`src/rtl/ntt_pkg.sv`:
```
// Shared definitions for the NTT command sequencer: core opcodes, FSM states
// and job classification.
package ntt_pkg;

    localparam logic [4:0] OP_LD_PARAM = 5'b00001;
    localparam logic [4:0] OP_LD_W     = 5'b00010;
    localparam logic [4:0] OP_LD_DATA  = 5'b00011;
    localparam logic [4:0] OP_NTT      = 5'b00100;
    localparam logic [4:0] OP_INTT     = 5'b00111;
    localparam logic [4:0] OP_READ_INV = 5'b01000;
    localparam logic [4:0] OP_PWM      = 5'b01010;
    localparam logic [4:0] OP_READ     = 5'b01011;

    localparam int PARAM_WORDS = 3;

    typedef enum logic [2:0] {
        ST_IDLE,
        ST_ISSUE,
        ST_LOAD,
        ST_WAIT,
        ST_DRAIN,
        ST_GAP
    } state_e;

    typedef enum logic [1:0] {
        JOB_LOAD,
        JOB_COMPUTE,
        JOB_DRAIN,
        JOB_ILLEGAL
    } job_cls_e;

    function automatic job_cls_e op_class(input logic [4:0] op);
        case (op)
            OP_LD_PARAM, OP_LD_W, OP_LD_DATA: return JOB_LOAD;
            OP_NTT, OP_INTT, OP_PWM:          return JOB_COMPUTE;
            OP_READ_INV, OP_READ:             return JOB_DRAIN;
            default:                          return JOB_ILLEGAL;
        endcase
    endfunction

    function automatic int max_int(input int a, input int b);
        return (a > b) ? a : b;
    endfunction

endpackage

```
`src/rtl/ntt_seq_counter.sv`:
```
// Loadable, saturating down-counter shared by the word, drain and timeout counts.
module ntt_seq_counter #(
    parameter int W = 16
) (
    input  logic         clk,
    input  logic         reset,
    input  logic         load_i,
    input  logic [W-1:0] load_val_i,
    input  logic         dec_i,
    output logic         zero_o,
    output logic         one_o
);

    logic [W-1:0] count_q;
    logic [W-1:0] count_d;

    // Load wins over decrement; decrement stops at zero.
    always_comb begin
        count_d = count_q;
        if (load_i) begin
            count_d = load_val_i;
        end else if (dec_i && (count_q != '0)) begin
            count_d = count_q - 1'b1;
        end
    end

    always_ff @(posedge clk) begin
        if (reset) begin
            count_q <= '0;
        end else begin
            count_q <= count_d;
        end
    end

    assign zero_o = (count_q == '0);
    assign one_o  = (count_q == W'(1));

endmodule

```
`src/rtl/ntt_cmd_sequencer.sv`:
```
// Job-level front end for the NTT core: issues the opcode pulse, streams load
// words from a valid/ready source, then waits for done or runs a drain window.
module ntt_cmd_sequencer
    import ntt_pkg::*;
#(
    parameter int DATA_W    = 32,
    parameter int OPC_W     = 5,
    parameter int MAX_DEPTH = 12,
    parameter int POLY_CNT  = 2,
    parameter int TW_W      = 13,
    parameter int DRAIN_W   = 12,
    parameter int TIMEOUT   = 65535
) (
    input  logic               clk,
    input  logic               reset,
    input  logic               cmd_valid,
    output logic               cmd_ready,
    input  logic [OPC_W-1:0]   cmd_op,
    input  logic [3:0]         cfg_ring_depth,
    input  logic [TW_W-1:0]    cfg_tw_words,
    input  logic [DRAIN_W-1:0] cfg_drain_len,
    input  logic               s_valid,
    input  logic [DATA_W-1:0]  s_data,
    output logic               s_ready,
    output logic [OPC_W-1:0]   core_op_code,
    output logic               core_din_valid,
    output logic [DATA_W-1:0]  core_din0,
    input  logic               core_done,
    output logic               busy,
    output logic               job_done,
    output logic               err
);

    localparam int WORD_W = MAX_DEPTH + $clog2(POLY_CNT) + 1;
    localparam int TO_W   = $clog2(TIMEOUT + 1);
    localparam int CNT_W  = max_int(max_int(WORD_W, TW_W), max_int(DRAIN_W, TO_W));
    localparam logic [3:0] MAX_DEPTH_L = 4'(MAX_DEPTH);

    state_e             state_q;
    job_cls_e           job_cls_q;
    logic [OPC_W-1:0]   op_code_q;
    logic               cmd_ready_q;
    logic               busy_q;
    logic               s_ready_q;
    logic               drain_vld_q;
    logic               job_done_q;
    logic               err_q;

    logic               hi_zero;
    job_cls_e           cls;
    logic [3:0]         depth_eff;
    logic [CNT_W-1:0]   job_words;
    logic               cnt_load;
    logic [CNT_W-1:0]   cnt_val;
    logic               cnt_dec;
    logic               cnt_zero;
    logic               cnt_one;
    logic               load_hs;

    // Opcode bits above the 5-bit core encoding must be zero for a legal job.
    generate
        if (OPC_W > 5) begin : g_hi_bits
            assign hi_zero = (cmd_op[OPC_W-1:5] == '0);
        end else begin : g_no_hi_bits
            assign hi_zero = 1'b1;
        end
    endgenerate

    assign cls       = hi_zero ? op_class(cmd_op[4:0]) : JOB_ILLEGAL;
    assign depth_eff = (cfg_ring_depth > MAX_DEPTH_L) ? MAX_DEPTH_L : cfg_ring_depth;

    always_comb begin
        case (cmd_op[4:0])
            OP_LD_PARAM: job_words = CNT_W'(PARAM_WORDS);
            OP_LD_W:     job_words = CNT_W'(cfg_tw_words);
            default:     job_words = CNT_W'(POLY_CNT) << depth_eff;
        endcase
    end

    // Only one count is live per job, so a single counter serves all three.
    always_comb begin
        cnt_load = 1'b0;
        cnt_val  = '0;
        cnt_dec  = 1'b0;
        case (state_q)
            ST_IDLE: begin
                cnt_load = cmd_valid;
                case (cls)
                    JOB_LOAD:    cnt_val = job_words;
                    JOB_COMPUTE: cnt_val = CNT_W'(TIMEOUT);
                    JOB_DRAIN:   cnt_val = CNT_W'(cfg_drain_len);
                    default:     cnt_val = '0;
                endcase
            end
            ST_ISSUE: cnt_dec = (job_cls_q == JOB_DRAIN);
            ST_LOAD:  cnt_dec = s_valid;
            ST_WAIT:  cnt_dec = !core_done;
            ST_DRAIN: cnt_dec = 1'b1;
            default:  cnt_dec = 1'b0;
        endcase
    end

    ntt_seq_counter #(
        .W (CNT_W)
    ) u_counter (
        .clk        (clk),
        .reset      (reset),
        .load_i     (cnt_load),
        .load_val_i (cnt_val),
        .dec_i      (cnt_dec),
        .zero_o     (cnt_zero),
        .one_o      (cnt_one)
    );

    always_ff @(posedge clk) begin
        if (reset) begin
            state_q     <= ST_IDLE;
            job_cls_q   <= JOB_ILLEGAL;
            op_code_q   <= '0;
            cmd_ready_q <= 1'b1;
            busy_q      <= 1'b0;
            s_ready_q   <= 1'b0;
            drain_vld_q <= 1'b0;
            job_done_q  <= 1'b0;
            err_q       <= 1'b0;
        end else begin
            job_done_q <= 1'b0;
            case (state_q)
                ST_IDLE: begin
                    if (cmd_valid) begin
                        if (cls == JOB_ILLEGAL) begin
                            err_q      <= 1'b1;
                            job_done_q <= 1'b1;
                        end else begin
                            state_q     <= ST_ISSUE;
                            job_cls_q   <= cls;
                            op_code_q   <= cmd_op;
                            cmd_ready_q <= 1'b0;
                            busy_q      <= 1'b1;
                            drain_vld_q <= (cls == JOB_DRAIN);
                        end
                    end
                end
                ST_ISSUE: begin
                    op_code_q <= '0;
                    case (job_cls_q)
                        JOB_LOAD: begin
                            if (cnt_zero) begin
                                state_q    <= ST_GAP;
                                job_done_q <= 1'b1;
                            end else begin
                                state_q   <= ST_LOAD;
                                s_ready_q <= 1'b1;
                            end
                        end
                        JOB_COMPUTE: state_q <= ST_WAIT;
                        JOB_DRAIN: begin
                            // The issue cycle already counts as one drain cycle.
                            if (cnt_zero || cnt_one) begin
                                state_q     <= ST_GAP;
                                job_done_q  <= 1'b1;
                                drain_vld_q <= 1'b0;
                            end else begin
                                state_q <= ST_DRAIN;
                            end
                        end
                        default: begin
                            state_q    <= ST_GAP;
                            job_done_q <= 1'b1;
                        end
                    endcase
                end
                ST_LOAD: begin
                    if (s_valid && cnt_one) begin
                        state_q    <= ST_GAP;
                        job_done_q <= 1'b1;
                        s_ready_q  <= 1'b0;
                    end
                end
                ST_WAIT: begin
                    if (core_done || cnt_one || cnt_zero) begin
                        state_q    <= ST_GAP;
                        job_done_q <= 1'b1;
                        if (!core_done) begin
                            err_q <= 1'b1;
                        end
                    end
                end
                ST_DRAIN: begin
                    if (cnt_one || cnt_zero) begin
                        state_q     <= ST_GAP;
                        job_done_q  <= 1'b1;
                        drain_vld_q <= 1'b0;
                    end
                end
                ST_GAP: begin
                    state_q     <= ST_IDLE;
                    cmd_ready_q <= 1'b1;
                    busy_q      <= 1'b0;
                end
                default: begin
                    state_q     <= ST_IDLE;
                    cmd_ready_q <= 1'b1;
                    busy_q      <= 1'b0;
                end
            endcase
        end
    end

    // Load words pass straight through to the core in the handshake cycle.
    assign load_hs        = s_ready_q && s_valid;
    assign cmd_ready      = cmd_ready_q;
    assign s_ready        = s_ready_q;
    assign core_op_code   = op_code_q;
    assign core_din_valid = drain_vld_q || load_hs;
    assign core_din0      = load_hs ? s_data : '0;
    assign busy           = busy_q;
    assign job_done       = job_done_q;
    assign err            = err_q;

endmodule

```
`config.mk`:
```
export PLATFORM = sky130hd
export DESIGN_NAME = ntt_cmd_sequencer
export DESIGN_NICKNAME = d
export VERILOG_FILES = /design/src/rtl/ntt_pkg.sv /design/src/rtl/ntt_seq_counter.sv /design/src/rtl/ntt_cmd_sequencer.sv
export SDC_FILE = /design/constraint.sdc
export NUM_CORES = 1
export LEC_CHECK = 0
export CAP_MARGIN = 5
export CORE_AREA = 2 2 98 100
export CTS_CLUSTER_SIZE = 10
export DETAILED_ROUTE_END_ITERATION = 8
export DIE_AREA = 0 0 100 102
export PLACE_DENSITY_LB_ADDON = 0.3
export SYNTH_ARGS = -nofsm -noshare
export SYNTH_HDL_FRONTEND = slang
export SYNTH_SLANG_ARGS = --single-unit
```
`constraint.sdc`:
```
create_clock -name clk -period 2.1 [get_ports clk]
set_clock_uncertainty 0.15 [all_clocks]
set_input_delay 0.21 -clock clk [delete_from_list [all_inputs] [get_ports clk]]
set_output_delay 0.21 -clock clk [all_outputs]
set_load 0.05 [all_outputs]
```
# --- Word-level counts from Yosys, hierarchy flattened ---
# Memory sizes are Yosys's and may differ from the RTL's.
# Index checks and enable logic that the tools add are counted.
totals:
  out_inout_bits: 43
  rom_bits: 32
  memories: 1
  register_bits: 32
  elab_cells: 114
  input_bits: 71
mem_list:
  columns: ["name", "words", "word_bits", "read_ports", "rd_clocked_by_memory_dff", "write_ports", "line_no", "text"]
  rows:
  - ["(name not given)", 16, 2, 1, 0, 0, "ntt_pkg.sv:33", "case (op)"]
classes:
  n_bitwise: 2
  n_shift: 1
  muxes: 50
  reduce_logical: 26
  order_cmp: 1
  eq_ne: 22
  add_sub_neg: 1
ops:
  columns: ["op", "n"]
  rows:
  - ["two-way mux 16 bit", 3]
  - ["one-hot mux 16 bit (3 select lines)", 1]
  - ["two-way mux 32 bit", 1]
  - ["one-hot mux 16 bit (2 select lines)", 1]
  - ["two-way mux 1 bit", 23]
  - ["two-way mux 3 bit", 6]
  - ["!= test 2 bit, second input constant", 9]
  - ["equality test 16 x 1 -> 1 bit, second input constant", 1]
  - ["zero test 16 bit", 1]
  - ["nonzero test 16 bit", 1]
  - ["left shift 2 x 4 -> 16 bit, first input constant", 1]
  - ["subtractor 16 x 1 -> 16 bit, second input constant", 1]
  - ["one-hot mux 3 bit (5 select lines)", 1]
  - ["two-way mux 5 bit", 2]
  - ["one-hot mux 5 bit (2 select lines)", 1]
  - ["AND reduction 5 bit", 2]
  - ["one-hot mux 3 bit (3 select lines)", 1]
  - ["AND reduction 3 bit", 3]
  - ["one-hot mux 1 bit (2 select lines)", 4]
  - ["AND reduction 4 bit", 2]
  - ["nonzero test 2 bit", 4]
  - ["equality test 2 bit, second input constant", 3]
  - ["equality test 3 x 2 -> 1 bit, second input constant", 2]
  - ["one-hot mux 1 bit (3 select lines)", 2]
  - ["19 further kinds", 27]

# --- Logic depth before layout (Yosys ltp) ---
# Gate-level depths: netlist of run 1.
depth:
  depth_word: 7
  ltp_mapped: 9
  ltp_nobuf: 8

# --- Hierarchy ---
# From an unflattened synthesis of run 1, not the netlist that was laid out.
hier_totals:
  hier_cells: 377
  hier_area_um2: 2738.9
modules_own_cells:
  columns: ["mod", "cells_per_inst", "seq_area_each_um2", "area_per_inst_um2", "instances"]
  rows:
  - ["ntt_cmd_sequencer", 242, 320.3, 1667.8, 1]
  - ["ntt_seq_counter", 135, 320.3, 1071.0, 1]

# --- Least setup slack after synthesis of run 1 ---
# OpenSTA, ideal clock, no wires.
synth_timing:
  path_type: "input to register"
  start: "in cmd_op[0]"
  end: "reg u_counter.count_q[6]"
  required_ns: 1.892
  n_path_buf: 0
  setup_time_ns: 0.058
  slack_ns: -0.108
  arrival_time_ns: 2.000
  path_stages: 8
  path_cell_list: "inv_1 -> ha_1 -> o21a_4 -> or4_4 -> or2_4 -> nor3_4 -> o21a_1 -> o22a_1"
synth_between:
  elab_chain_cells: 6
  word_cells_on_any_way: 11
  classes_between: "eq/ne: 4; mux: 5; reduce/logical: 1; memory: 1"
synth_lines:
  columns: ["item", "line_no", "text"]
  rows:
  - ["start, declared", "ntt_cmd_sequencer.sv:18", "input logic [OPC_W-1:0] cmd_op,"]
  - ["memory (16 x 2 bit)", null, null]
  - ["two-way mux 2 bit", "ntt_pkg.sv:33", null]
  - ["equality test 2 bit (tied with other cells)", "ntt_cmd_sequencer.sv:88", "case (cls)"]
  - ["one-hot mux 16 bit (3 select lines) (*)", "ntt_cmd_sequencer.sv:88", null]
  - ["two-way mux 16 bit (*)", "ntt_cmd_sequencer.sv:85", "case (state_q)"]
  - ["two-way mux 16 bit (*)", "ntt_seq_counter.sv:20", "if (load_i) begin"]
  - ["end signal, assigned", "ntt_seq_counter.sv:31", "count_q <= count_d;"]
  - ["end, declared", "ntt_seq_counter.sv:14", "logic [W-1:0] count_q;"]
# Mark *: on every way between the ends. The rest lies on a longest branch, timed or not.
# A chain may end at the register's enable or synchronous reset.

# --- Worst setup path after layout of run 1 ---
layout_timing:
  start: "reg u_counter.count_q[9]"
  end: "reg u_counter.count_q[2]"
layout_between:
  elab_chain_cells: 3
layout_lines:
  columns: ["item", "line_no", "text"]
  rows:
  - ["nonzero test 16 bit", "ntt_seq_counter.sv:22", "end else if (dec_i && (count_q != '0)) begin"]
  - ["logical AND 1 bit", "ntt_seq_counter.sv:22", null]
  - ["nonzero test 2 bit (no source line)", null, null]
# No other way between the ends.

==> results of run 1 <==
-- layout make-up --
cell class	count	share of cell area [%]
well taps	111	2.67
clock inverters	2	0.674
flip-flops and latches	32	12.3
multi-input cells	297	41.6
repair buffers	195	40.4
inverters	13	0.938
clock buffers	6	1.40
-- power breakdown --
group | switching [mW] | internal (mW)
Combinational | 2.00 | 1.85
Sequential | 0.198 | 0.802
Clock | 0.238 | 0.352
Total | 2.43 | 3.00
-- metrics by stage --
| stage | setup WS (ns) | instances | setup TNS (ns) |
|---|---|---|---|
| floorplan | 0.0194 | 359 | 0 |
| global placement | -0.548 | 639 | -12.06 |
| detailed placement | -0.602 | 639 | -13.44 |
| CTS | -0.0599 | 648 | -0.0843 |
| global route | -0.119 | 656 | -0.602 |
| finish | -0.000896 | 656 | -0.000896 |
-- worst max-delay path, cell delays in order, from the launching register on --
cell and delay [ns]:
dfxtp_1 0.35, nor4_2 0.25, buf_4 0.16, nand4_4 0.13, o211ai_4 0.39, buf_4 0.18
o21ai_0 0.08, o21ai_0 0.20, o21a_1 0.15
-- how the worst min path moves through the flow --
stage	from	end	cells after the start
floorplan	cmd_op[0]	core_op_code[0]$_SDFFE_PP0P_	2
finish	cmd_op[2]	core_op_code[2]$_SDFFE_PP0P_	3
CTS	cmd_op[1]	core_op_code[1]$_SDFFE_PP0P_	4
global route	cmd_op[2]	core_op_code[2]$_SDFFE_PP0P_	3
detailed placement	s_ready$_SDFFE_PP0P_	s_ready$_SDFFE_PP0P_	2
global placement	s_ready$_SDFFE_PP0P_	s_ready$_SDFFE_PP0P_	2
-- repair_timing --
item | 4_1_cts | 5_1_grt
pin swaps | 3 | 18
hold endpoints to repair | 0 | 0
hold buffers | 0 | 0
resized for setup | 14 | 52
setup buffers | 1 | 7
gates cloned | 0 | 2
endpoints found under the setup margin | 30 | 27
-- per-layer routing --
metal	part of all wire [%]	GRT usage, %	wire length, um	up-vias
li1	-	-	-	1721
met1	43	23.9	4460	1689
met2	47	34.0	4920	166
met3	7.3	3.49	756	24
met4	2.2	5.58	231	0
met5	0	0	0	-
-- kinds of logic after synthesis --
group           Yosys count  share of synthesized area, %
mux                       2                         0.752
simple gates            175                          36.9
fa+ha+maj                 6                          2.82
compound gates          108                          28.8
buf+inv                  31                          4.98
xor+xnor                  5                          1.64
flops                    32                          24.0
-- sequential cells by signal (all words and copies together), names as in the netlist --
register,flops
s_ready,1
job_cls_q,2
cmd_ready,1
err,1
job_done,1
core_op_code,5
state_q,3
busy,1
drain_vld_q,1
u_counter.count_q,16
-- layout by cell type (no fill, tap or decap), drive strengths merged, types with 7 or more instances in the layout --
cell / synthesis / routed
and3: 33 / 33
nor3: 12 / 12
nor2: 34 / 35
dfxtp: 32 / 32
clkdlybuf4s50: 0 / 75
a21oi: 22 / 22
or2: 9 / 9
a211oi: 7 / 7
nand2: 33 / 33
nor4: 8 / 8
nand2b: 10 / 10
nand3: 8 / 8
inv: 13 / 13
o22ai: 7 / 7
buf: 6 / 116
o21ai: 20 / 20
==> results.json, run 1 <==
{
  "clock_path_buffers": 2,
  "status": "finished, violations left",
  "setup_viol": 1,
  "postSynthCellCount": 359,
  "hp-class": "in -> reg",
  "synth_area_leader_cell": "dfxtp_1",
  "synth_edf_count": 0,
  "portBuffers": 113,
  "seqCellArea_um2": 642,
  "reg2reg_depth": 8,
  "via_per_inst": 5.49,
  "n_antenna_cell": 0,
  "finalHoldViolCount": 0,
  "initial_core_util_pct": 29.2,
  "num-nets-final": 621,
  "clock-sinks": 32,
  "first_iter_violations": 173,
  "vdd_drop_max_v": 0.000602,
  "synth_top_area_share_pct": 24.0,
  "place.gp.congestion": 0.898,
  "cp-start-kind": "register",
  "dpl_cell_area_um2": 4760,
  "required_ns": 2.18,
  "final_area_um2": 5200,
  "die_area_um2": 10200,
  "power.leakage_nw": 2.16,
  "slew_violations": 0,
  "slew_headroom_pct": 64.9,
  "fmax_mhz": 476,
  "numCtsBuffers": 5,
  "fin_util_pct": 57.1,
  "detail-route-antenna-nets": 0,
  "rows": 35,
  "worst_pin_slew_ns": 0.524,
  "synth_seq_cells": 32,
  "cts_tree": "built",
  "io_pins": 114,
  "synth_fp_nets": 436,
  "fp.dieH_um": 102,
  "overflow": 0,
  "yosys_warnings": 0,
  "clk_pin_slew_worst_paths_ns": 0.07,
  "drv_cap": 0,
  "wl_um": 10400,
  "cp-endpoint": "u_counter.count_q[2]$_SDFFE_PP0P_",
  "dp_hpwl_um": 8060,
  "core_um2": 9110,
  "r2r_end": "u_counter.count_q[2]$_SDFFE_PP0P_",
  "firstDrtPassIters": 5,
  "fin_ws_ns": -0.000896,
  "cp-startpoint": "u_counter.count_q[9]$_SDFFE_PP0P_",
  "post-route-period-util_pct": 100,
  "cts_root_buffer": "clkbuf_8",
  "multi_input_area_um2": 2160,
  "seq_area_frac_synth_pct": 24.0,
  "crit_arrival_ns": 2.18,
  "synth_area_per_cell_um2": 7.42,
  "grt_pass1_vias": 3306,
  "syn_area_um2": 2660,
  "endpoint_kind": "register",
  "area_growth_pct": 95.2,
  "cts_max_level": 2,
  "async_flop_share_pct": 0,
  "die_w_um": 100,
  "synthFlopType": "dfxtp_1",
  "grt_pass1_wl_um": 15900,
  "powerDensity_nw_per_um2": 1050,
  "synth_top_cells_by_count": "and3_1, nor2_1, dfxtp_1, nand2_1, a21oi_1",
  "netlist_top_cells_area": "dfxtp_1, and3_1, nor2_1, nand2_1, a21oi_1",
  "clock_latency_ns": 0.28,
  "hold_ws_ns": 0.201,
  "synth_cell_type_count": 71,
  "drive_gt1_share_pct": 33.8,
  "violations": "negative setup slack",
  "post-route-min-period_ns": 2.10,
  "grt_max_degree": 35,
  "drc": 0,
  "wl_per_cell_um": 15.8,
  "rrSetupSlack_ns": -0.0009,
  "cp_max_fo": 8,
  "regToRegStartpoint": "u_counter.count_q[9]$_SDFFE_PP0P_",
  "grtUsageTotal_pct": 19.2,
  "rsz0062_at_grt": "yes",
  "antenna_found_initial": 0,
  "p_total_mw": 5.43,
  "via_count": 3600,
  "critPathKind": "reg -> reg",
  "fillers": 814
}
No activity file was read; power rests on OpenSTA's default activity.
==> run 2: changes to the inputs <==
--- a/config.mk
+++ b/config.mk
@@ -5,7 +5,6 @@
 export SDC_FILE = /design/constraint.sdc
 export NUM_CORES = 1
 export LEC_CHECK = 0
-export CAP_MARGIN = 5
 export CORE_AREA = 2 2 98 100
 export CTS_CLUSTER_SIZE = 10
 export DETAILED_ROUTE_END_ITERATION = 8
==> results of run 2 <==
Final layout, timing and power as in run 1 (identical DEF).
==> run 3: changes to the inputs <==
--- a/config.mk
+++ b/config.mk
@@ -6,6 +6,7 @@
 export NUM_CORES = 1
 export LEC_CHECK = 0
 export CORE_AREA = 2 2 98 100
+export CTS_CLUSTER_DIAMETER = 120
 export CTS_CLUSTER_SIZE = 10
 export DETAILED_ROUTE_END_ITERATION = 8
 export DIE_AREA = 0 0 100 102
==> results of run 3 <==
Final layout, timing and power as in run 1 (identical DEF).
